[src/rtl/tl_pkg.sv]
// Shared definitions for the traffic-light mode scheduler.
// Contents: light encodings, scheduler state enum, datapath widths and the
// helper that chooses the phase handed to the incoming mode.
package tl_pkg;

    localparam int LIGHT_W = 2;
    localparam int TIME_W  = 5;

    typedef enum logic [1:0] {
        RED       = 2'b00,
        YELLOW    = 2'b01,
        GREEN     = 2'b10,
        UNDEFINED = 2'b11
    } light_t;

    typedef enum logic [1:0] {
        IDLE = 2'b00,
        SYNC = 2'b01,
        RUN  = 2'b10
    } sched_state_t;

    // An UNDEFINED phase is replaced by YELLOW so the incoming mode starts in RED.
    function automatic logic [LIGHT_W-1:0] handover_phase(input logic [LIGHT_W-1:0] s);
        if (s == UNDEFINED) begin
            handover_phase = YELLOW;
        end else begin
            handover_phase = s;
        end
    endfunction

endpackage

[src/rtl/mode_scheduler_edge_detect.sv]
// Registered rising-edge detector with synchronous clear.
// Ports:
//   clk, rst  - clock, asynchronous active-high reset
//   clr_i     - synchronous clear of the history bit
//   d_i       - monitored level
//   rise_o    - high while d_i is 1 and the stored previous value is 0
module edge_detect (
    input  logic clk,
    input  logic rst,
    input  logic clr_i,
    input  logic d_i,
    output logic rise_o
);

    logic prev_q;
    logic prev_d;

    // Next value of the history bit; a clear makes a held-high input count as an edge.
    always_comb begin
        if (clr_i) begin
            prev_d = 1'b0;
        end else begin
            prev_d = d_i;
        end
    end

    // History register.
    always_ff @(posedge clk or posedge rst) begin
        if (rst) begin
            prev_q <= 1'b0;
        end else begin
            prev_q <= prev_d;
        end
    end

    assign rise_o = d_i & ~prev_q;

endmodule

[src/rtl/mode_scheduler.sv]
// Top-level sequencer for the traffic-light mode units.
// Owns the one-hot enb vector and the shared set line, applies mode-change
// requests only at the active mode's phase boundary (feedback rising edge),
// hands the ended phase to the next mode over last_state, and muxes the
// active mode's light/lightTime onto the display outputs.
// Ports:
//   clk, rst                    - clock, asynchronous active-high reset
//   tick_1s                     - one-clk pulse per second
//   mode_req, mode_req_valid    - mode-change request and its strobe
//   feedback                    - per-mode phase-boundary level
//   cur_state_in, light_in      - packed 2-bit per-mode currentState / light
//   light_time_in               - packed 5-bit per-mode lightTime
//   enb, set                    - one-hot enable and shared set (RUN only)
//   last_state                  - phase handed to the incoming mode
//   active_mode, switching      - current/target mode, high in IDLE and SYNC
//   light, light_time           - displayed light and remaining time
// Optional build macro MODE_SCHED_WATCHDOG_EN adds a tick watchdog that forces
// a pending handover after WDOG_TICKS ticks and pulses wdog_fire.
module mode_scheduler
    import tl_pkg::*;
#(
    parameter int NUM_MODES    = 4,
    parameter int DEFAULT_MODE = 0,
    parameter int SYNC_TICKS   = 2,
    parameter int WDOG_TICKS   = 40
) (
    input  logic                       clk,
    input  logic                       rst,
    input  logic                       tick_1s,
    input  logic [1:0]                 mode_req,
    input  logic                       mode_req_valid,
    input  logic [NUM_MODES-1:0]       feedback,
    input  logic [2*NUM_MODES-1:0]     cur_state_in,
    input  logic [2*NUM_MODES-1:0]     light_in,
    input  logic [5*NUM_MODES-1:0]     light_time_in,
    output logic [NUM_MODES-1:0]       enb,
    output logic                       set,
    output logic [LIGHT_W-1:0]         last_state,
    output logic [1:0]                 active_mode,
    output logic                       switching,
    output logic [LIGHT_W-1:0]         light,
    output logic [TIME_W-1:0]          light_time
`ifdef MODE_SCHED_WATCHDOG_EN
    ,
    output logic                       wdog_fire
`endif
);

    localparam int SYNC_CNT_W = $clog2(SYNC_TICKS + 1);

    sched_state_t            state_q, state_d;
    logic [1:0]              active_q, active_d;
    logic [LIGHT_W-1:0]      last_state_q, last_state_d;
    logic                    pend_valid_q, pend_valid_d;
    logic [1:0]              pend_idx_q, pend_idx_d;
    logic [SYNC_CNT_W-1:0]   sync_cnt_q, sync_cnt_d;
    logic [NUM_MODES-1:0]    enb_q, enb_d;
    logic                    set_q, set_d;

    logic [NUM_MODES-1:0]    sel_oh_s;
    logic                    fb_sel_s;
    logic                    fb_rise_s;
    logic                    fb_clr_s;
    logic [LIGHT_W-1:0]      cur_sel_s;
    logic [LIGHT_W-1:0]      light_sel_s;
    logic [TIME_W-1:0]       time_sel_s;
    logic                    req_ok_s;
    logic                    wdog_hit_s;

    // Select the active mode's slices with an AND-OR mux.
    always_comb begin
        fb_sel_s    = 1'b0;
        cur_sel_s   = {LIGHT_W{1'b0}};
        light_sel_s = {LIGHT_W{1'b0}};
        time_sel_s  = {TIME_W{1'b0}};
        for (int i = 0; i < NUM_MODES; i++) begin
            sel_oh_s[i] = (active_q == 2'(i));
            fb_sel_s    = fb_sel_s    | (feedback[i] & sel_oh_s[i]);
            cur_sel_s   = cur_sel_s   | (cur_state_in[2*i +: 2] & {LIGHT_W{sel_oh_s[i]}});
            light_sel_s = light_sel_s | (light_in[2*i +: 2] & {LIGHT_W{sel_oh_s[i]}});
            time_sel_s  = time_sel_s  | (light_time_in[5*i +: 5] & {TIME_W{sel_oh_s[i]}});
        end
    end

    // The detector history stays cleared outside RUN so it restarts on RUN entry.
    assign fb_clr_s = (state_q != RUN);

    edge_detect u_fb_edge (
        .clk    (clk),
        .rst    (rst),
        .clr_i  (fb_clr_s),
        .d_i    (fb_sel_s),
        .rise_o (fb_rise_s)
    );

`ifdef MODE_SCHED_WATCHDOG_EN
    localparam int WDOG_CNT_W = $clog2(WDOG_TICKS + 1);

    logic [WDOG_CNT_W-1:0] wdog_cnt_q, wdog_cnt_d;
    logic                  wdog_fire_q, wdog_fire_d;

    // Watchdog: counts ticks while a request waits in RUN without a phase boundary.
    always_comb begin
        wdog_hit_s = (state_q == RUN) && pend_valid_q && tick_1s && !fb_rise_s &&
                     (wdog_cnt_q == WDOG_CNT_W'(WDOG_TICKS - 1));
        if ((state_q != RUN) || fb_rise_s || wdog_hit_s) begin
            wdog_cnt_d = {WDOG_CNT_W{1'b0}};
        end else if (pend_valid_q && tick_1s) begin
            wdog_cnt_d = wdog_cnt_q + WDOG_CNT_W'(1);
        end else begin
            wdog_cnt_d = wdog_cnt_q;
        end
        wdog_fire_d = wdog_hit_s;
    end

    // Watchdog registers.
    always_ff @(posedge clk or posedge rst) begin
        if (rst) begin
            wdog_cnt_q  <= {WDOG_CNT_W{1'b0}};
            wdog_fire_q <= 1'b0;
        end else begin
            wdog_cnt_q  <= wdog_cnt_d;
            wdog_fire_q <= wdog_fire_d;
        end
    end

    assign wdog_fire = wdog_fire_q;
`else
    assign wdog_hit_s = 1'b0;
`endif

    // State and datapath registers.
    always_ff @(posedge clk or posedge rst) begin
        if (rst) begin
            state_q      <= IDLE;
            active_q     <= 2'(DEFAULT_MODE);
            last_state_q <= YELLOW;
            pend_valid_q <= 1'b0;
            pend_idx_q   <= 2'b00;
            sync_cnt_q   <= {SYNC_CNT_W{1'b0}};
            enb_q        <= {NUM_MODES{1'b0}};
            set_q        <= 1'b0;
        end else begin
            state_q      <= state_d;
            active_q     <= active_d;
            last_state_q <= last_state_d;
            pend_valid_q <= pend_valid_d;
            pend_idx_q   <= pend_idx_d;
            sync_cnt_q   <= sync_cnt_d;
            enb_q        <= enb_d;
            set_q        <= set_d;
        end
    end

    // Next-state, handover and request bookkeeping.
    always_comb begin
        state_d      = state_q;
        active_d     = active_q;
        last_state_d = last_state_q;
        pend_valid_d = pend_valid_q;
        pend_idx_d   = pend_idx_q;
        sync_cnt_d   = sync_cnt_q;
        case (state_q)
            IDLE: begin
                state_d    = SYNC;
                active_d   = 2'(DEFAULT_MODE);
                sync_cnt_d = {SYNC_CNT_W{1'b0}};
            end
            SYNC: begin
                if (sync_cnt_q == SYNC_CNT_W'(SYNC_TICKS)) begin
                    state_d    = RUN;
                    sync_cnt_d = {SYNC_CNT_W{1'b0}};
                end else if (tick_1s) begin
                    sync_cnt_d = sync_cnt_q + SYNC_CNT_W'(1);
                end else begin
                    sync_cnt_d = sync_cnt_q;
                end
            end
            RUN: begin
                if (fb_rise_s && pend_valid_q) begin
                    last_state_d = handover_phase(cur_sel_s);
                    active_d     = pend_idx_q;
                    pend_valid_d = 1'b0;
                    state_d      = SYNC;
                    sync_cnt_d   = {SYNC_CNT_W{1'b0}};
                end else if (wdog_hit_s) begin
                    last_state_d = YELLOW;
                    active_d     = pend_idx_q;
                    pend_valid_d = 1'b0;
                    state_d      = SYNC;
                    sync_cnt_d   = {SYNC_CNT_W{1'b0}};
                end else begin
                    state_d = RUN;
                end
            end
            default: begin
                state_d = IDLE;
            end
        endcase

        // Compared against the post-handover target so a simultaneous request
        // becomes the new pending one unless it names the mode being entered.
        req_ok_s = mode_req_valid &&
                   ({1'b0, mode_req} < 3'(NUM_MODES)) &&
                   (mode_req != active_d);
        pend_valid_d = pend_valid_d | req_ok_s;
        pend_idx_d   = req_ok_s ? mode_req : pend_idx_d;
    end

    // Registered enable/set decoded from the next state.
    always_comb begin
        set_d = (state_d == RUN);
        for (int i = 0; i < NUM_MODES; i++) begin
            enb_d[i] = (state_d == RUN) && (active_d == 2'(i));
        end
    end

    assign enb         = enb_q;
    assign set         = set_q;
    assign last_state  = last_state_q;
    assign active_mode = active_q;
    assign switching   = (state_q != RUN);
    assign light       = (state_q == RUN) ? light_sel_s : RED;
    assign light_time  = (state_q == RUN) ? time_sel_s : {TIME_W{1'b0}};

endmodule

[config.mk]
export PLATFORM = sky130hd
export DESIGN_NAME = mode_scheduler
export DESIGN_NICKNAME = d
export VERILOG_FILES = /design/src/rtl/tl_pkg.sv /design/src/rtl/mode_scheduler_edge_detect.sv /design/src/rtl/mode_scheduler.sv
export SDC_FILE = /design/constraint.sdc
export NUM_CORES = 1
export LEC_CHECK = 0
export ABC_AREA = 1
export CORE_MARGIN = 3
export CORE_UTILIZATION = 40
export CTS_CLUSTER_SIZE = 24
export DETAILED_ROUTE_END_ITERATION = 7
export PLACE_DENSITY = 0.9
export REMOVE_ABC_BUFFERS = 1
export SLEW_MARGIN = 20
export SYNTH_ARGS = -nofsm -noshare
export SYNTH_HDL_FRONTEND = slang
export SYNTH_SLANG_ARGS = --single-unit
export TNS_END_PERCENT = 30
[constraint.sdc]
create_clock -name clk -period 4 [get_ports clk]
set_input_delay 0.6 -clock clk [delete_from_list [all_inputs] [get_ports clk]]
set_output_delay 0.6 -clock clk [all_outputs]
set_load 0.05 [all_outputs]
==> results by group, run 1 <==
Status
  – Status: finished clean

Synth
  – Cell taking the most area after synthesis: dfrtp_1
  – Synth Cell Area: 1062 um^2
  – Commonest cells post-synth: 51 x nand2_1, 17 x nand3_1, 16 x dfrtp_1
  – Most frequent cell after synthesis: nand2_1
  – Distinct cells, synth: 24
  – Post-synth ARST share: 1.000
  – Number of flops mapped to enable cells by yosys: 0
  – Yosys top cell area share: 0.3769
  – Syn Inst Count: 149
  – Sequential area share after synthesis: 0.4016
  – Yosys Warn Count: 0
  – Prevailing post-synth register cell: dfrtp_1
  – #FFs+latches synth: 17
  – Syn Area/Cell: 7.129 um^2
  – Area contributors post-synth: dfrtp_1 38%, nand2_1 18%, nand3_1 8.0%, a41oi_1 5.8%, inv_1 5.3%

Die
  – Die area: 3310 um^2
  – Die H: 57.54 um
  – Site row count: 18
  – Die X: 57.54 um
  – # IOs: 63
  – Starting Density: 0.4249
  – Core ar.: 2500 um^2

Global route
  – Antenna violations before repair: 0
  – Remaining global-route overflow: 0
  – First-pass GRT wire length: 5.464 mm
  – Vias in the first global route: 1196
  – Largest net degree at the start of global routing: 18
  – Total GRT Usage: 0.2139

STA
  – Worst-margin pin slew: 638.8 ps
  – Sum Neg Setup Slack: 0 ps
  – Final cycle utilization of the critical path: 0.8254
  – Relative slew margins: 0.5736
  – Min Tclk post-route: 3301 ps
  – Final setup violation count: 0
  – Clk_skew: 1.229 ps
  – Maximum clock frequency: 302.9 MHz
  – Final Max Slew Viols: 0
  – Unrepaired setup endpoints after global routing: no
  – Final Hold Viols: 0

Final layout
  – Share of cells above drive strength 1: 0.09479
  – NumNets Final: 258
  – Final Util: 0.6912
  – Fillers: 208
  – Area Overhead vs Synth: 62.66%
  – ANT cells: 0

Route
  – DRC Markers: 0
  – DRT Pass-1 Iters: 5
  – WL per Instance: 14.60 um
  – Post-route ant nets: 0
  – Post-DR vias/cell: 5.174
  – Iter 0 DRT Violations: 73
  – Detailed-route via count: 1247
  – Routed Wire Length: 3.518 mm

Power
  – Peak VDD IR: 0.3673 mV
  – PwrDens: 423.0 nW/um^2
  – LEAKAGE: 0.7458 nW

Critical path
  – Startpoint Class: register
  – Worst Setup End Kind: output pin
  – WS Path Type: reg -> out
  – WP data arrival: 2700 ps
  – Max Fanout on Critical Path: 17
  – Reg2reg setup slack: 1950 ps
  – Critical Path RT: 3400 ps

Clock network
  – Worst-skew pair later-pin latency: 290 ps
  – Post-CTS Setup Repair Bufs: 0
  – Bufs on Longest Clock Path: 2
  – H-tree depth: 1
  – Cts repair resizes: 0
  – Clock transition at path regs: 100 ps
  – Hold_buf cts: 0
  – Root buf cell: clkbuf_4
  – Clock sink total: 17
  – CTS Buf Count: 3
  – CTS tree: built

Placed design
  – Routability cong.: 0.8285
  – DP HPWL: 2.847 mm
  – Port-buffer cells: 62

Min path
  – Hold WC Path Type: reg -> reg

Job
  – Maxcap violations: 0
-- critical path: stages (launching register included) --
cell	delay (ps)
dfrtp_1	610
nor2_1	590
nand2_1	140
a41oi_1	220
clkdlybuf4s50_1	860
-- routing by layer --
| metal | track usage | wire length (um) |
|---|---|---|
| met2 | 0.3823 | 1938 |
| met3 | 0.05882 | 145 |
| met4 | 0.04967 | 32 |
| met5 | 0 | 0 |
| met1 | 0.2521 | 1402 |
-- placed cells by master, fill, tap and decap left out --
cell	Yosys	routed
nor3_1	3	3
nor2_4	1	1
nand3b_1	1	1
dfstp_2	1	1
nor2_1	8	8
clkinv_1	1	1
clkdlybuf4s50_1	0	62
nor2_2	1	1
nand2_1	51	51
clkbuf_4	0	3
o22ai_1	1	1
o21a_1	2	2
dfrtp_1	16	16
o21ai_0	2	2
o21ai_1	1	1
nand2_2	9	9
o21ai_4	1	1
inv_2	3	3
nand3_2	1	1
nand3_1	17	17
inv_1	15	15
a221oi_1	1	1
a41oi_1	7	7
clkbuf_1	3	1
a21oi_1	2	2
-- cells by family after synthesis --
family,after synthesis,share of synthesized area
buffers and inverters,23,0.08480
flip-flops,17,0.4016
AND/OR/NAND/NOR,92,0.3887
AO/OA/AOI/OAI,17,0.1249
-- power by group --
part	leakage [nW]	switching (W)	internal (W)
clock	0.0150	0.0000556	0.0000388
sequential	0.216	0.0000316	0.000215
combinational	0.514	0.000244	0.000146
total	0.746	0.000331	0.000400
-- path summary, 6_finish.rpt --
kind,from,to,depth (start not counted)
setup / recovery,active_mode[0]$_DFF_PP0_,light[1],4
hold / removal,pend_idx_q[1]$_DFFE_PP0P_,pend_idx_q[1]$_DFFE_PP0P_,2
setup reg to reg,active_mode[0]$_DFF_PP0_,pend_valid_q$_DFF_PP0_,12
hold reg to reg,pend_idx_q[1]$_DFFE_PP0P_,pend_idx_q[1]$_DFFE_PP0P_,2
max in group asynchronous,rst,active_mode[1]$_DFF_PP0_,2
min in group asynchronous,rst,last_state[1]$_DFFE_PP0P_,2
-- sequential cells by signal, indices dropped and copies added (netlist names) --
name,flops
enb,4
active_mode,2
last_state,2
pend_idx_q,2
state_q,2
sync_cnt_q,2
pend_valid_q,1
set,1
u_fb_edge.prev_q,1
-- per-stage QoR --
stage,setup slack (ps),hold WS [ps],instance area [um^2],total power [W],std cells
floorplan,1138,441.8,1044,0.0004996,145
global route,601.5,516.8,1728,0.0007801,241
global placement,1175,458.6,1702,0.0006191,237
CTS,742.6,488.5,1728,0.0007325,241
finish,698.5,491.8,1728,0.0007310,241
detailed placement,1079,465.3,1702,0.0006370,237
-- final cells by class --
type | instances | area (um^2) | area share
clock buffers | 4 | 26.28 | 0.01521
inverters | 19 | 71.32 | 0.04127
flip-flops and latches | 17 | 426.7 | 0.2469
repair buffers | 62 | 620.6 | 0.3592
multi-input cells | 109 | 545.5 | 0.3157
well taps | 30 | 37.54 | 0.02172
Note: power is estimated with default switching activity, not from simulation.
==> run 2, diff against run 1 <==
--- a/config.mk
+++ b/config.mk
@@ -7,10 +7,10 @@
 export LEC_CHECK = 0
 export ABC_AREA = 1
 export CORE_MARGIN = 3
-export CORE_UTILIZATION = 40
+export CORE_UTILIZATION = 37
 export CTS_CLUSTER_SIZE = 24
 export DETAILED_ROUTE_END_ITERATION = 7
-export PLACE_DENSITY = 0.9
+export PLACE_DENSITY = 0.84
 export REMOVE_ABC_BUFFERS = 1
 export SLEW_MARGIN = 20
 export SYNTH_ARGS = -nofsm -noshare
==> constraint.sdc (replaced) <==
create_clock -name clk -period 3.3 [get_ports clk]
set_input_delay 0.495 -clock clk [delete_from_list [all_inputs] [get_ports clk]]
set_output_delay 0.495 -clock clk [all_outputs]
set_load 0.05 [all_outputs]
==> run 2 against run 1 <==
Net effect:
- clock skew increased by 18 ps
- clock power increased by 22%
- combinational power increased by 22%
- wire length decreased by 5.3%
- register-to-register slack got worse by 620 ps
- sequential cell count unchanged
- first-iteration DRC count decreased by 5.5%
- critical path type unchanged
- largest cell class unchanged
==> results by group, run 2 (synthesized netlist as in run 1, its figures left out) <==
Placed design
  – DP HPWL: 2.794 mm (was 2.847 mm)
  – Pre-CTS WS: 537.8 ps (was 1079 ps)
  – Post-Place Cells: 238 (was 237)
  – Port-buffer cells: 62 (unchanged)
  – Routability cong.: 0.8473 (was 0.8285)

Critical path
  – WS Path Type: reg -> out (unchanged)
  – WP data arrival: 2500 ps (was 2700 ps)
  – Crit path from: active_mode[1]$_DFF_PP0_ (was active_mode[0]$_DFF_PP0_)
  – Critical Path RT: 2800 ps (was 3400 ps)
  – Worst Setup End Kind: output pin (unchanged)
  – Reg2Reg Depth: 13 (was 12)
  – Max Fanout on Critical Path: 12 (was 17)
  – Reg2reg setup slack: 1330 ps (was 1950 ps)
  – Startpoint Class: register (unchanged)
  – RR Startpoint: active_mode[0]$_DFF_PP0_ (unchanged)
  – Worst flop-to-flop path endpoint: pend_valid_q$_DFF_PP0_ (unchanged)

Clock network
  – Hold_buf cts: 0 (unchanged)
  – Worst-skew pair later-pin latency: 300 ps (was 290 ps)
  – Clock transition at path regs: 120 ps (was 100 ps)
  – Post-CTS Setup Repair Bufs: 0 (unchanged)
  – H-tree depth: 1 (unchanged)
  – Bufs on Longest Clock Path: 2 (unchanged)
  – CTS tree: built (unchanged)
  – Root buf cell: clkbuf_4 (unchanged)
  – CTS Buf Count: 3 (unchanged)
  – Clock sink total: 17 (unchanged)

Min path
  – Hold WC Path Type: reg -> reg (unchanged)
  – Critical hold path startpoint: pend_idx_q[0]$_DFFE_PP0P_ (was pend_idx_q[1]$_DFFE_PP0P_)
  – Worst hold stages: 2 (unchanged)
  – End of the worst hold path: pend_idx_q[0]$_DFFE_PP0P_ (was pend_idx_q[1]$_DFFE_PP0P_)

Route
  – WL per Instance: 13.76 um (was 14.60 um)
  – Post-DR vias/cell: 5.000 (was 5.174)
  – Post-route ant nets: 0 (unchanged)
  – DRC Markers: 0 (unchanged)
  – Detailed-route via count: 1210 (was 1247)
  – Routed Wire Length: 3.330 mm (was 3.518 mm)
  – Iter 0 DRT Violations: 69 (was 73)
  – DRT Pass-1 Iters: 4 (was 5)

Final layout
  – ANT cells: 0 (unchanged)
  – Fin cells: 242 (was 241)
  – Max FFs per register: 4 (unchanged)
  – Final Util: 0.6657 (was 0.6912)
  – Most frequent cells in the layout: 62 x clkdlybuf4s50_1, 51 x nand2_1, 17 x nand3_1 (unchanged)
  – NumNets Final: 259 (was 258)
  – Most common cell after layout, fill and taps aside: clkdlybuf4s50_1 (unchanged)
  – Share of cells above drive strength 1: 0.1085 (was 0.09479)
  – Area Overhead vs Synth: 63.72% (was 62.66%)

Die
  – Die area: 3550 um^2 (was 3310 um^2)
  – Starting Density: 0.4066 (was 0.4249)
  – Die X: 59.58 um (was 57.54 um)
  – Die H: 59.58 um (was 57.54 um)
  – # IOs: 63 (unchanged)
  – Site row count: 18 (unchanged)
  – Core ar.: 2613 um^2 (was 2500 um^2)

Power
  – Sw Ratio: 0.4504 (was 0.4534)
  – Clk pwr share: 0.130 (was 0.129)
  – LEAKAGE: 0.7535 nW (was 0.7458 nW)
  – Switching power: 0.0003974 W (was 0.0003314 W)
  – Peak VDD IR: 0.4633 mV (was 0.3673 mV)
  – Power share of the sequential group: 0.332 (was 0.337)
  – PwrDens: 507.3 nW/um^2 (was 423.0 nW/um^2)
  – Pwr Total: 0.0008822 W (was 0.0007310 W)
  – Internal power: 0.0004848 W (was 0.0003996 W)
  – Comb pwr share: 0.538 (was 0.534)

STA
  – Relative slew margins: 0.5717 (was 0.5736)
  – Min Tclk post-route: 2990 ps
  – Unrepaired setup endpoints after global routing: no (unchanged)
  – Clk_skew: 19.50 ps (was 1.229 ps)
  – Final Max Slew Viols: 0 (unchanged)
  – Final setup violation count: 0 (unchanged)
  – Sum Neg Setup Slack: 0 ps (unchanged)
  – Final cycle utilization of the critical path: 0.9061
  – Maximum clock frequency: 334.4 MHz
  – Worst-margin pin slew: 641.8 ps (was 638.8 ps)
  – Setup ws final: 309.9 ps (was 698.5 ps)
  – Final Hold Viols: 0 (unchanged)

Global route
  – Vias in the first global route: 1150 (was 1196)
  – Antenna violations before repair: 0 (unchanged)
  – Remaining global-route overflow: 0 (unchanged)
  – Largest net degree at the start of global routing: 18 (unchanged)
  – First-pass GRT wire length: 5.444 mm (was 5.464 mm)
  – Total GRT Usage: 0.2051 (was 0.2139)

Status
  – Status: finished clean (unchanged)

Job
  – Maxcap violations: 0 (unchanged)
## run 2: changes by cell type in the layout (fill, tap and decap cells not counted)
cell / change
nor2_2: +1
buf_4: +1
clkbuf_1: -1
clkinv_2: +1
nor2_1: -1
## run 2: metrics by stage
stage / instance area [um^2] / hold WS, ps
floorplan: 1044 / 420.3
global placement: 1709 / 458.4
detailed placement: 1709 / 473.1
CTS: 1737 / 496.2
global route: 1739 / 519.4
finish: 1739 / 495.8
## run 2: layout make-up
cell class              instances  area [um^2]
fillers                       212        873.3
well taps                      30        37.54
flip-flops and latches         17        426.7
inverters                      19        71.32
repair buffers                 63        628.1
multi-input cells             109        548.0
clock buffers                   3        22.52
clock inverters                 1        5.005
## run 2: layer usage
layer,track usage,vias up,part of all wire
met3,0.03486,10,0.052
met5,0,-,0
li1,-,611,-
met2,0.3651,43,0.54
met4,0.07278,0,0.024
met1,0.2463,546,0.39
## run 2: critical path, cell delays in order (launching register included)
cell and delay, ps:
dfrtp_1 510, inv_2 170, nor2_2 330, nand2_1 110, a41oi_1 220, clkdlybuf4s50_1 850
## run 2: repair_timing
item,4_1_cts,5_1_grt
gates resized for setup,0,1
endpoints found under the setup margin,0,6
endpoints found under the hold margin,0,0
## run 2: how the worst max path moves through the flow
| stage | endpoint | slack, ps | cells past startpoint |
|---|---|---|---|
| after CTS | light_time[3] | 170 | 5 |
| after global routing | light_time[4] | 150 | 5 |
| after floorplan | light[0] | 540 | 4 |
| after detailed placement | light_time[4] | 540 | 5 |
| after global placement | light[1] | 650 | 5 |
| final | light_time[4] | 310 | 5 |
## run 2: power by group through the flow
| stage | Combinational [W] | Clock (W) | Sequential [W] |
|---|---|---|---|
| 3_5_place_dp | 0.000474 | 0 | 0.000298 |
| 5_1_grt | 0.000518 | 0.000128 | 0.000299 |
| 2_1_floorplan | 0.000230 | 0 | 0.000376 |
| 3_3_place_gp | 0.000461 | 0 | 0.000293 |
| 6_report | 0.000475 | 0.000115 | 0.000293 |
| 4_1_cts | 0.000475 | 0.000121 | 0.000293 |
==> run 3, diff against run 2 <==
--- a/config.mk
+++ b/config.mk
@@ -10,9 +10,10 @@
 export CORE_UTILIZATION = 37
 export CTS_CLUSTER_SIZE = 24
 export DETAILED_ROUTE_END_ITERATION = 7
+export GPL_ROUTABILITY_DRIVEN = 1
+export GPL_TIMING_DRIVEN = 0
 export PLACE_DENSITY = 0.84
 export REMOVE_ABC_BUFFERS = 1
-export SLEW_MARGIN = 20
 export SYNTH_ARGS = -nofsm -noshare
 export SYNTH_HDL_FRONTEND = slang
 export SYNTH_SLANG_ARGS = --single-unit
==> run 3 against run 2 <==
Net effect:
- register-to-register slack got worse by 110 ps
- clock-buffer cell count rose by 1
- non-clock buffer count fell by 1
- via count fell by 0.17%
- final area fell by 0.50%
- fmax fell by 1.7%
- worst setup slack got worse by 53 ps
- hold slack got worse by 14 ps
- clock skew fell by 17 ps
- sequential cell count did not move
- die area did not move
- critical path type unchanged
- critical endpoint is now light_time[3]
==> results by group, run 3 (synthesized netlist as in run 1, its figures left out) <==
Route
  – Detailed-route via count: 1208 (was 1210)
  – Iter 0 DRT Violations: 43 (was 69)
  – DRC Markers: 0 (unchanged)
  – Post-DR vias/cell: 5.012 (was 5.000)
  – Post-route ant nets: 0 (unchanged)
  – Routed Wire Length: 3.426 mm (was 3.330 mm)
  – DRT Pass-1 Iters: 4 (unchanged)
  – WL per Instance: 14.22 um (was 13.76 um)

STA
  – Clk_skew: 2.855 ps (was 19.50 ps)
  – Unrepaired setup endpoints after global routing: no (unchanged)
  – Worst-margin pin slew: 671.8 ps (was 641.8 ps)
  – Final Hold Viols: 0 (unchanged)
  – Maximum clock frequency: 328.6 MHz (was 334.4 MHz)
  – Setup ws final: 257.1 ps (was 309.9 ps)
  – Sum Neg Setup Slack: 0 ps (unchanged)
  – Final Max Slew Viols: 0 (unchanged)
  – Final setup violation count: 0 (unchanged)
  – Final cycle utilization of the critical path: 0.9221 (was 0.9061)
  – Relative slew margins: 0.5521 (was 0.5717)
  – Hold_ws: 481.5 ps (was 495.8 ps)
  – Min Tclk post-route: 3043 ps (was 2990 ps)

Die
  – Core ar.: 2613 um^2 (unchanged)
  – Die X: 59.58 um (unchanged)
  – Die area: 3550 um^2 (unchanged)
  – Die H: 59.58 um (unchanged)
  – Starting Density: 0.4066 (unchanged)
  – # IOs: 63 (unchanged)
  – Site row count: 18 (unchanged)

Clock network
  – Clock transition at path regs: 90 ps (was 120 ps)
  – H-tree depth: 1 (unchanged)
  – Clock sink total: 17 (unchanged)
  – Worst-skew pair later-pin latency: 280 ps (was 300 ps)
  – Bufs on Longest Clock Path: 2 (unchanged)
  – CTS Buf Count: 3 (unchanged)
  – CTS tree: built (unchanged)
  – Root buf cell: clkbuf_4 (unchanged)

Global route
  – Largest net degree at the start of global routing: 18 (unchanged)
  – Antenna violations before repair: 0 (unchanged)
  – Total GRT Usage: 0.2071 (was 0.2051)
  – First-pass GRT wire length: 5.602 mm (was 5.444 mm)
  – Remaining global-route overflow: 0 (unchanged)
  – Vias in the first global route: 1262 (was 1150)

Critical path
  – Delay-heaviest family, CP: buffers and inverters (unchanged)
  – WP data arrival: 2550 ps (was 2500 ps)
  – Critical-path cell list: nor2_2 > nand2_1 > a41oi_1 > clkdlybuf4s50_1 (was inv_2 > nor2_2 > nand2_1 > a41oi_1 > clkdlybuf4s50_1)
  – Max Fanout on Critical Path: 17 (was 12)
  – Worst Setup End Kind: output pin (unchanged)
  – Max stage delay cell, worst path: clkdlybuf4s50_1 (unchanged)
  – CP peak stage delay: 850 ps (about the same)
  – Critical Path RT: 2800 ps (about the same)
  – Worst path buffer plus inverter count: 1 (was 2)
  – Startpoint Class: register (unchanged)
  – WS Path Type: reg -> out (unchanged)

Min path
  – Hold WC Path Type: reg -> reg (unchanged)

Final layout
  – Most frequent cells in the layout: 62 x clkdlybuf4s50_1, 51 x nand2_1, 17 x nand3_1 (unchanged)
  – Most common cell after layout, fill and taps aside: clkdlybuf4s50_1 (unchanged)
  – ANT cells: 0 (unchanged)
  – Area Overhead vs Synth: 62.90% (was 63.72%)
  – Share of cells above drive strength 1: 0.09953 (was 0.1085)
  – NumNets Final: 258 (was 259)
  – Max FFs per register: 4 (unchanged)

Power
  – PwrDens: 508.5 nW/um^2 (was 507.3 nW/um^2)
  – Sw Ratio: 0.4495 (was 0.4504)
  – Clk pwr share: 0.123 (was 0.130)
  – Peak VDD IR: 0.4697 mV (was 0.4633 mV)
  – Internal power: 0.0004843 W (was 0.0004848 W)
  – LEAKAGE: 0.7453 nW (was 0.7535 nW)
  – Switching power: 0.0003955 W (was 0.0003974 W)
  – Pwr Total: 0.0008798 W (was 0.0008822 W)
  – Power share of the sequential group: 0.340 (was 0.332)
  – Comb pwr share: 0.537 (was 0.538)

Placed design
  – Port-buffer cells: 62 (unchanged)
  – Routability cong.: 0.8208 (was 0.8473)
  – Pre-CTS WS: 428.6 ps (was 537.8 ps)
  – DP HPWL: 2.764 mm (was 2.794 mm)

Job
  – Maxcap violations: 0 (unchanged)

Status
  – Status: finished clean (unchanged)
## run 3: worst paths after layout
| kind | endpoint | start | cells after the start | slack [ps] |
|---|---|---|---|---|
| min | pend_idx_q[0]$_DFFE_PP0P_ | pend_idx_q[0]$_DFFE_PP0P_ | 2 | 480 |
| max in group asynchronous | pend_idx_q[1]$_DFFE_PP0P_ | rst | 2 | 2300 |
| min reg2reg | pend_idx_q[0]$_DFFE_PP0P_ | pend_idx_q[0]$_DFFE_PP0P_ | 2 | 480 |
| min in group asynchronous | sync_cnt_q[1]$_DFFE_PP0P_ | rst | 2 | 580 |
| max | light_time[3] | active_mode[0]$_DFF_PP0_ | 4 | 260 |
| max reg2reg | pend_idx_q[1]$_DFFE_PP0P_ | active_mode[0]$_DFF_PP0_ | 13 | 1220 |
## run 3: repair_timing
action | 4_1_cts | 5_1_grt
hold buffers | 0 | 0
setup buffers | 0 | 0
endpoints found under the hold margin | 0 | 0
gates resized for setup | 0 | 1
endpoints found under the setup margin | 0 | 7
## run 3: layout make-up
type / count / area (um^2)
clock buffer: 4 / 26.28
fill: 225 / 882.1
inverter: 19 / 71.32
multi-input combinational: 109 / 548.0
sequential: 17 / 426.7
tap: 30 / 37.54
timing repair buffer: 62 / 620.6
## run 3: per-stage QoR
step                      cell area, um^2  std cells    util
after global placement               1702        237  0.6513
after CTS                            1728        241  0.6614
after floorplan                      1044        145       -
after detailed placement             1702        237  0.6513
after global routing                 1730        241  0.6624
final                                1730        241  0.6624
## run 3: power by group through the flow
stage | sequential (W) | clock, W | combinational (W)
after floorplan | 0.000376 | 0 | 0.000230
after global placement | 0.000300 | 0 | 0.000451
after detailed placement | 0.000302 | 0 | 0.000467
after CTS | 0.000298 | 0.000113 | 0.000474
after global routing | 0.000305 | 0.000129 | 0.000511
final | 0.000299 | 0.000108 | 0.000473
## run 3: per-layer routing
| layer | up-vias | track usage | part of all wire |
|---|---|---|---|
| li1 | 610 | - | - |
| met1 | 561 | 0.2466 | 0.40 |
| met2 | 29 | 0.3729 | 0.55 |
| met3 | 8 | 0.05011 | 0.031 |
| met4 | 0 | 0.04747 | 0.020 |
| met5 | - | 0 | 0 |
## run 3: tightest hold or removal path: cells and delay by family (launching register included)
family           cells  cell delay [ps]
AND/OR/NAND/NOR      2              100
flip-flops           1              360
